==> config.mk <==
export PLATFORM = sky130hd
export DESIGN_NAME = pc_fetch_ctrl
export DESIGN_NICKNAME = d
export VERILOG_FILES = /design/src/rtl/pc_fetch_ctrl.sv
export SDC_FILE = /design/constraint.sdc
export NUM_CORES = 1
export LEC_CHECK = 0
export CORE_MARGIN = 5
export CORE_UTILIZATION = 49
export DETAILED_ROUTE_END_ITERATION = 8
export PLACE_DENSITY_LB_ADDON = 0.15
export SETUP_SLACK_MARGIN = 0.2
export SYNTH_ARGS = -nofsm -noshare
export SYNTH_HDL_FRONTEND = slang
export SYNTH_SLANG_ARGS = --single-unit
==> constraint.sdc <==
create_clock -name clk -period 2.1 [get_ports clk]
set_input_delay 0.21 -clock clk [delete_from_list [all_inputs] [get_ports clk]]
set_output_delay 0.21 -clock clk [all_outputs]
set_load 0.02 [all_outputs]
==> src/rtl/pc_fetch_ctrl.sv <==
// PC owner and instruction fetch sequencer.
// Fetches over imem req/ack, feeds decode, applies execute redirects.
module pc_fetch_ctrl #(
  parameter logic [31:0] RESET_PC = 32'h0000_0000,
  parameter int          CNT_W    = 16
) (
  input  logic             clk,
  input  logic             rst,
  output logic             imem_req,
  output logic [31:0]      imem_addr,
  input  logic             imem_ack,
  input  logic [31:0]      imem_rdata,
  output logic             if_valid,
  output logic [31:0]      if_inst,
  output logic [31:0]      if_pc,
  output logic [31:0]      if_pc4,
  input  logic             id_stall,
  input  logic             ex_valid,
  input  logic             branch_signal,
  input  logic [31:0]      branch_target,
  output logic             fault,
  output logic [CNT_W-1:0] redirect_cnt
);

  typedef enum logic [1:0] {
    BOOT,
    REQ,
    OUT,
    HALT
  } state_t;

  state_t             state_q, state_d;
  logic [31:0]        pc_q, pc_d;
  logic               imem_req_q, imem_req_d;
  logic [31:0]        imem_addr_q, imem_addr_d;
  logic               if_valid_q, if_valid_d;
  logic [31:0]        if_inst_q, if_inst_d;
  logic [31:0]        if_pc_q, if_pc_d;
  logic [31:0]        if_pc4_q, if_pc4_d;
  logic               fault_q, fault_d;
  logic [CNT_W-1:0]   cnt_q, cnt_d;
  logic               discard_q, discard_d;
  logic [31:0]        pend_q, pend_d;
  logic               pend_valid_q, pend_valid_d;

  logic        redirect;
  logic [31:0] pc_inc;
  logic [31:0] drop_tgt;

  assign redirect = ex_valid & branch_signal;
  assign pc_inc   = pc_q + 32'd4;
  assign drop_tgt = redirect ? branch_target : pend_q;

  // Next-state, PC and output-register computation
  always_comb begin
    state_d      = state_q;
    pc_d         = pc_q;
    if_valid_d   = if_valid_q;
    if_inst_d    = if_inst_q;
    if_pc_d      = if_pc_q;
    if_pc4_d     = if_pc4_q;
    fault_d      = fault_q;
    cnt_d        = cnt_q;
    discard_d    = discard_q;
    pend_d       = pend_q;
    pend_valid_d = pend_valid_q;

    if (redirect && state_q != HALT && cnt_q != '1) begin
      cnt_d = cnt_q + 1'b1;
    end

    unique case (state_q)
      BOOT: begin
        if (redirect && branch_target[1:0] != 2'b00) begin
          fault_d = 1'b1;
          state_d = HALT;
        end else begin
          if (redirect) pc_d = branch_target;
          state_d = REQ;
        end
      end
      REQ: begin
        if (imem_ack) begin
          if (discard_q || redirect) begin
            discard_d    = 1'b0;
            pend_valid_d = 1'b0;
            if (drop_tgt[1:0] != 2'b00) begin
              fault_d = 1'b1;
              state_d = HALT;
            end else begin
              pc_d = drop_tgt;
            end
          end else begin
            if_inst_d  = imem_rdata;
            if_pc_d    = pc_q;
            if_pc4_d   = pc_inc;
            pc_d       = pc_inc;
            if_valid_d = 1'b1;
            state_d    = OUT;
          end
        end else if (redirect) begin
          // Address must stay put until the in-flight fetch returns
          discard_d    = 1'b1;
          pend_d       = branch_target;
          pend_valid_d = 1'b1;
        end
      end
      OUT: begin
        if (redirect) begin
          if_valid_d = 1'b0;
          if (branch_target[1:0] != 2'b00) begin
            fault_d = 1'b1;
            state_d = HALT;
          end else begin
            pc_d    = branch_target;
            state_d = REQ;
          end
        end else if (!id_stall) begin
          if_valid_d = 1'b0;
          state_d    = REQ;
        end
      end
      HALT: begin
        if_valid_d = 1'b0;
      end
      default: state_d = HALT;
    endcase

    imem_req_d  = (state_d == REQ);
    imem_addr_d = pc_d;
  end

  // All architectural and output state
  always_ff @(posedge clk) begin
    if (rst) begin
      state_q      <= BOOT;
      pc_q         <= RESET_PC;
      imem_req_q   <= 1'b0;
      imem_addr_q  <= RESET_PC;
      if_valid_q   <= 1'b0;
      if_inst_q    <= '0;
      if_pc_q      <= '0;
      if_pc4_q     <= '0;
      fault_q      <= 1'b0;
      cnt_q        <= '0;
      discard_q    <= 1'b0;
      pend_q       <= '0;
      pend_valid_q <= 1'b0;
    end else begin
      state_q      <= state_d;
      pc_q         <= pc_d;
      imem_req_q   <= imem_req_d;
      imem_addr_q  <= imem_addr_d;
      if_valid_q   <= if_valid_d;
      if_inst_q    <= if_inst_d;
      if_pc_q      <= if_pc_d;
      if_pc4_q     <= if_pc4_d;
      fault_q      <= fault_d;
      cnt_q        <= cnt_d;
      discard_q    <= discard_d;
      pend_q       <= pend_d;
      pend_valid_q <= pend_valid_d;
    end
  end

  assign imem_req     = imem_req_q;
  assign imem_addr    = imem_addr_q;
  assign if_valid     = if_valid_q;
  assign if_inst      = if_inst_q;
  assign if_pc        = if_pc_q;
  assign if_pc4       = if_pc4_q;
  assign fault        = fault_q;
  assign redirect_cnt = cnt_q;

endmodule

=== Word-level counts from Yosys, hierarchy flattened ===
Index checks and enable logic that the tools add are counted.

* Bits in registers: 182
* Latch bits: 0
* Bits of input ports: 70
* Output and inout bits: 147
* Bits in read-only memories: 0
* Memories kept: 0
* Logic and storage cells: 83
* RAM bits: 0

* Shift-type cells: 0
* Multiplexer cells: 32
* Multiply operators: 0
* Reductions and logical operators: 16
* Div/mod/pow operators: 0
* $add $sub $neg: 2
* Order comparisons: 0
* Equal/unequal tests: 19
* Bitwise operators: 3

{| class="wikitable"
|+ Operator list
! kind !! number
|-
| $mux W32 || 8
|-
| $pmux W32 S3 || 1
|-
| $add A32 B3 Y32 const B || 1
|-
| $ne A2 B2 Y1 const B || 11
|-
| $add A16 B1 Y16 const B || 1
|-
| $ne A16 B16 Y1 const B || 1
|-
| $mux W2 || 7
|-
| $reduce_and A7 Y1 || 2
|-
| $mux W1 || 13
|-
| $ne A3 B3 Y1 const B || 2
|-
| $pmux W1 S3 || 2
|-
| $pmux W2 S3 || 1
|-
| $reduce_and A3 Y1 || 2
|-
| $reduce_bool A2 Y1 || 3
|-
| $reduce_bool A3 Y1 || 2
|-
| $eq A2 B1 Y1 const B || 2
|-
| $eq A2 B2 Y1 const B || 2
|-
| $reduce_and A4 Y1 || 1
|-
| $logic_and A1 B1 Y1 || 3
|-
| $logic_not A2 Y1 || 1
|-
| $ne A2 B1 Y1 const B || 1
|-
| $not A1 Y1 || 2
|-
| $reduce_and A2 Y1 || 1
|-
| $and A1 B1 Y1 || 1
|-
| $logic_or A1 B1 Y1 || 1
|}

=== Depth between registers and ports, before layout ===
* Word-level depth: 8
* Mapped depth: 8
* Depth with buffers taken out: 6

=== Worst setup path before layout ===
No wires, ideal clock.

* Path kind: register -> register
* Start point: reg imem_addr[2] (netlist name)
* End point: reg imem_addr_q[20], in the netlist imem_addr[20]
* Path slack: 0.085 ns
* Data arrival time: 1.923 ns
* Setup time: 0.092 ns
* Stages on the path, launching flop included: 8
* Data required time: 2.008 ns
* Path through: dfxtp_1 -> ha_1 -> inv_1 -> nor4_1 -> buf_2 -> nand3_1 -> o311a_1 -> o32ai_1

{| class="wikitable"
|+ RTL lines
! element !! RTL line !! RTL
|-
| to (signal assigned) || 153 || <nowiki>imem_addr_q <= imem_addr_d;</nowiki>
|-
| to (decl) || 35 || <nowiki>logic [31:0] imem_addr_q, imem_addr_d;</nowiki>
|}

==> out/qor.yml <==
port_buffers: 216
slowest_delay_ns: 0.59
cap_violations: 0
hold_path_class: "in -> reg"
via_per_inst: 5.49
fillCellCount: 1280
cts-root-buf: "clkbuf_16"
synth_top_area_cell: "dfxtp_1"
die_area_um2: 18900
worstMarginPinSlew_ns: 0.552
finalSetupViolCount: 0
dp.cells: 1421
min_period_over_period_pct: 88.2
arrival_ns: 2.15
gp_congestion: 0.852
slew_violations: 0
core-area_um2: 15900
synth-edff-count: 0
fin_crit_ns: 1.85
crit_fanout: 6
ys_async_sr_fraction_pct: 0
antenna_found_initial: 0
area_growth_pct: 43.8
cts_tree: "built"
first_iter_violations: 643
crit_chain: "nand4_1 -> buf_6 -> or4_4 -> o211a_1 -> nor2_2 -> a311oi_2"
routedWlPerCell_um: 16.8
ys_seq_area_share_pct: 45.2
grt_pass1_vias: 7536
cp.required_ns: 2.39
clk_pin_slew_worst_paths_ns: 0.06
drive_above_1_share_pct: 14.0
remaining_drc_errors: 0
final_nets: 1308
cts_buffer_depth: 2
critical_path_class: "reg -> reg"
timing.slew.headroom_pct: 63.2
stdcell_count: 1463
syn_area_um2: 7980
seqCellArea_um2: 3640
hold_viol: 0
grt_usage_pct: 25.3
ioPinCount: 217
p_leak_nw: 4.00
multi_input_area_um2: 4070
startpoint_type: "flip-flop"
routed_wl_um: 24600
cts_buffers: 17
synth_seq_cells: 180
syn_inst: 1001
hpwl_um: 17100
synth.distinct_cells: 71
synth_area_leaders: "dfxtp_1 (45%), nand2_1 (11%), a21oi_1 (8.8%), xnor2_1 (3.3%), nor2_1 (3.1%)"
grt_start_max_net_pins: 83
cts.sinks: 180
yosys_warnings: 0
clock_skew_ns: 0.00814
ys.flop_type: "dfxtp_1"
clk_latency_ns: 0.43
rsz0062_at_grt: "true"
final_core_util_pct: 72.0
cp_slowest_cell: "or4_4"
antenna_cells: 0
h-tree-depth: 4
start_util_pct: 50.0
vias: 8038
grt_pass1_wl_um: 38200
end_kind: "flip-flop"
status: "finished clean"
avgSynthCellArea_um2: 7.97
setup_tns_ns: 0
dieWidth_um: 138
die_h_um: 138
ir_worst_vdd_mv: 0.658
rows: 46
power.density_nw_per_um2: 696
yosysTopAreaCellShare_pct: 45.2
first_pass_iters: 6
overflow: 0
ant_nets: 0
synth_nets: 1073
max_clock_freq_mhz: 540
[logic make-up (layout without fill, tap and decap cells)]
| family | after synthesis | after routing | share of synthesized area (%) |
|---|---|---|---|
| AOI/OAI and AO/OA | 244 | 244 | 19.0 |
| xor gates and xnor gates | 35 | 35 | 3.94 |
| adders and majority gates | 2 | 2 | 0.314 |
| buffers and inverters | 102 | 348 | 5.96 |
| DFF | 180 | 180 | 45.2 |
| muxes | 1 | 1 | 0.125 |
| and+or+nand+nor | 437 | 437 | 25.5 |
[repair_timing]
action / 4_1_cts / 5_1_grt
hold buffers: 0 / 0
endpoints found under the setup margin: 12 / 54
cloned: 0 / 1
setup buffers: 0 / 11
pin swaps: 3 / 10
gates resized for setup: 5 / 36
[where the power goes]
part           internal [mW]  total [mW]  switching [mW]  leakage, nW
Combinational          0.635        1.41           0.771         2.29
Sequential              3.55        3.66           0.108         1.47
Clock                   1.57        2.92            1.35        0.249
Total                   5.75        7.98            2.23         4.00
[stage by stage]
step                      instance area, um2  power, mW  hold WS [ns]  setup WS (ns)
after floorplan                         8000       4.41         0.346          0.207
after global placement                 10600       5.05         0.437        -0.0500
after detailed placement               10600       5.07         0.443         -0.147
after CTS                              11200       7.98         0.276          0.182
after global routing                   11500       8.30         0.307          0.135
final                                  11500       7.98         0.257          0.248
[routing by layer]
| layer | track usage [%] | up-vias | part of all wire [%] | routed length, um |
|---|---|---|---|---|
| met1 | 32.8 | 3769 | 42 | 10400 |
| met2 | 39.8 | 306 | 47 | 11500 |
| met3 | 8.36 | 27 | 9.8 | 2400 |
| li1 | - | 3936 | - | - |
| met5 | 0 | - | 0 | 0 |
| met4 | 7.98 | 0 | 1.5 | 374 |
[cells in the mapped netlist (all sizes together) (6+ instances only)]
| cell | instances |
|---|---|
| nor2 | 69 |
| clkbuf | 55 |
| buf | 26 |
| nand3 | 27 |
| nand2 | 240 |
| a211oi | 23 |
| xnor2 | 31 |
| inv | 19 |
| a311oi | 6 |
| o31a | 7 |
| and3 | 18 |
| and2 | 6 |
| o32ai | 12 |
| nand4 | 16 |
| dfxtp | 180 |
| a21oi | 140 |
| nor3 | 31 |
| nor4 | 10 |
| o21ai | 21 |
[cells in the final DEF (no fill, tap or decap), drive strengths merged, types with 21 or more instances in the layout]
master | Yosys | layout
xnor2 | 31 | 31
a21oi | 140 | 140
nand3 | 27 | 27
nand2 | 240 | 240
a211oi | 23 | 23
clkdlybuf4s50 | 0 | 214
dfxtp | 180 | 180
nor2 | 69 | 69
nor3 | 31 | 31
buf | 26 | 82
o21ai | 21 | 21
[final cells by class]
cell class / instances / area share (%)
sequential: 180 / 31.7
clock buffer: 19 / 3.95
multi-input combinational: 719 / 35.5
timing repair buffer: 298 / 25.1
inverter: 20 / 0.654
clock inverter: 11 / 0.720
tap: 216 / 2.36
[registers in the layout (all words and copies together) (netlist names)]
name and cells:
if_inst 32, if_pc4 30, fault 1, pend_q 32
if_valid 1, imem_req 1, discard_q 1, state_q 2
if_pc 32, imem_addr 32, redirect_cnt 16
[critical path: cells and delay by family, from the launching register on]
family | cells | cell delay (ns)
flip-flops | 1 | 0.38
AO/OA/AOI/OAI | 2 | 0.37
buffers and inverters | 1 | 0.15
AND/OR/NAND/NOR | 3 | 0.82
[final timing paths]
check | start | endpoint | slack [ns] | cells past startpoint
hold / removal | rst | if_pc[15]$_SDFFE_PP0P_ | 0.26 | 3
hold reg to reg | pend_q[11]$_SDFFE_PP0P_ | pend_q[11]$_SDFFE_PP0P_ | 0.45 | 2
setup reg to reg | imem_addr[9]$_SDFFE_PP0P_ | imem_addr[15]$_SDFFE_PP0P_ | 0.25 | 6
setup / recovery | imem_addr[9]$_SDFFE_PP0P_ | imem_addr[15]$_SDFFE_PP0P_ | 0.25 | 6
(Power assumes the default switching activity.)
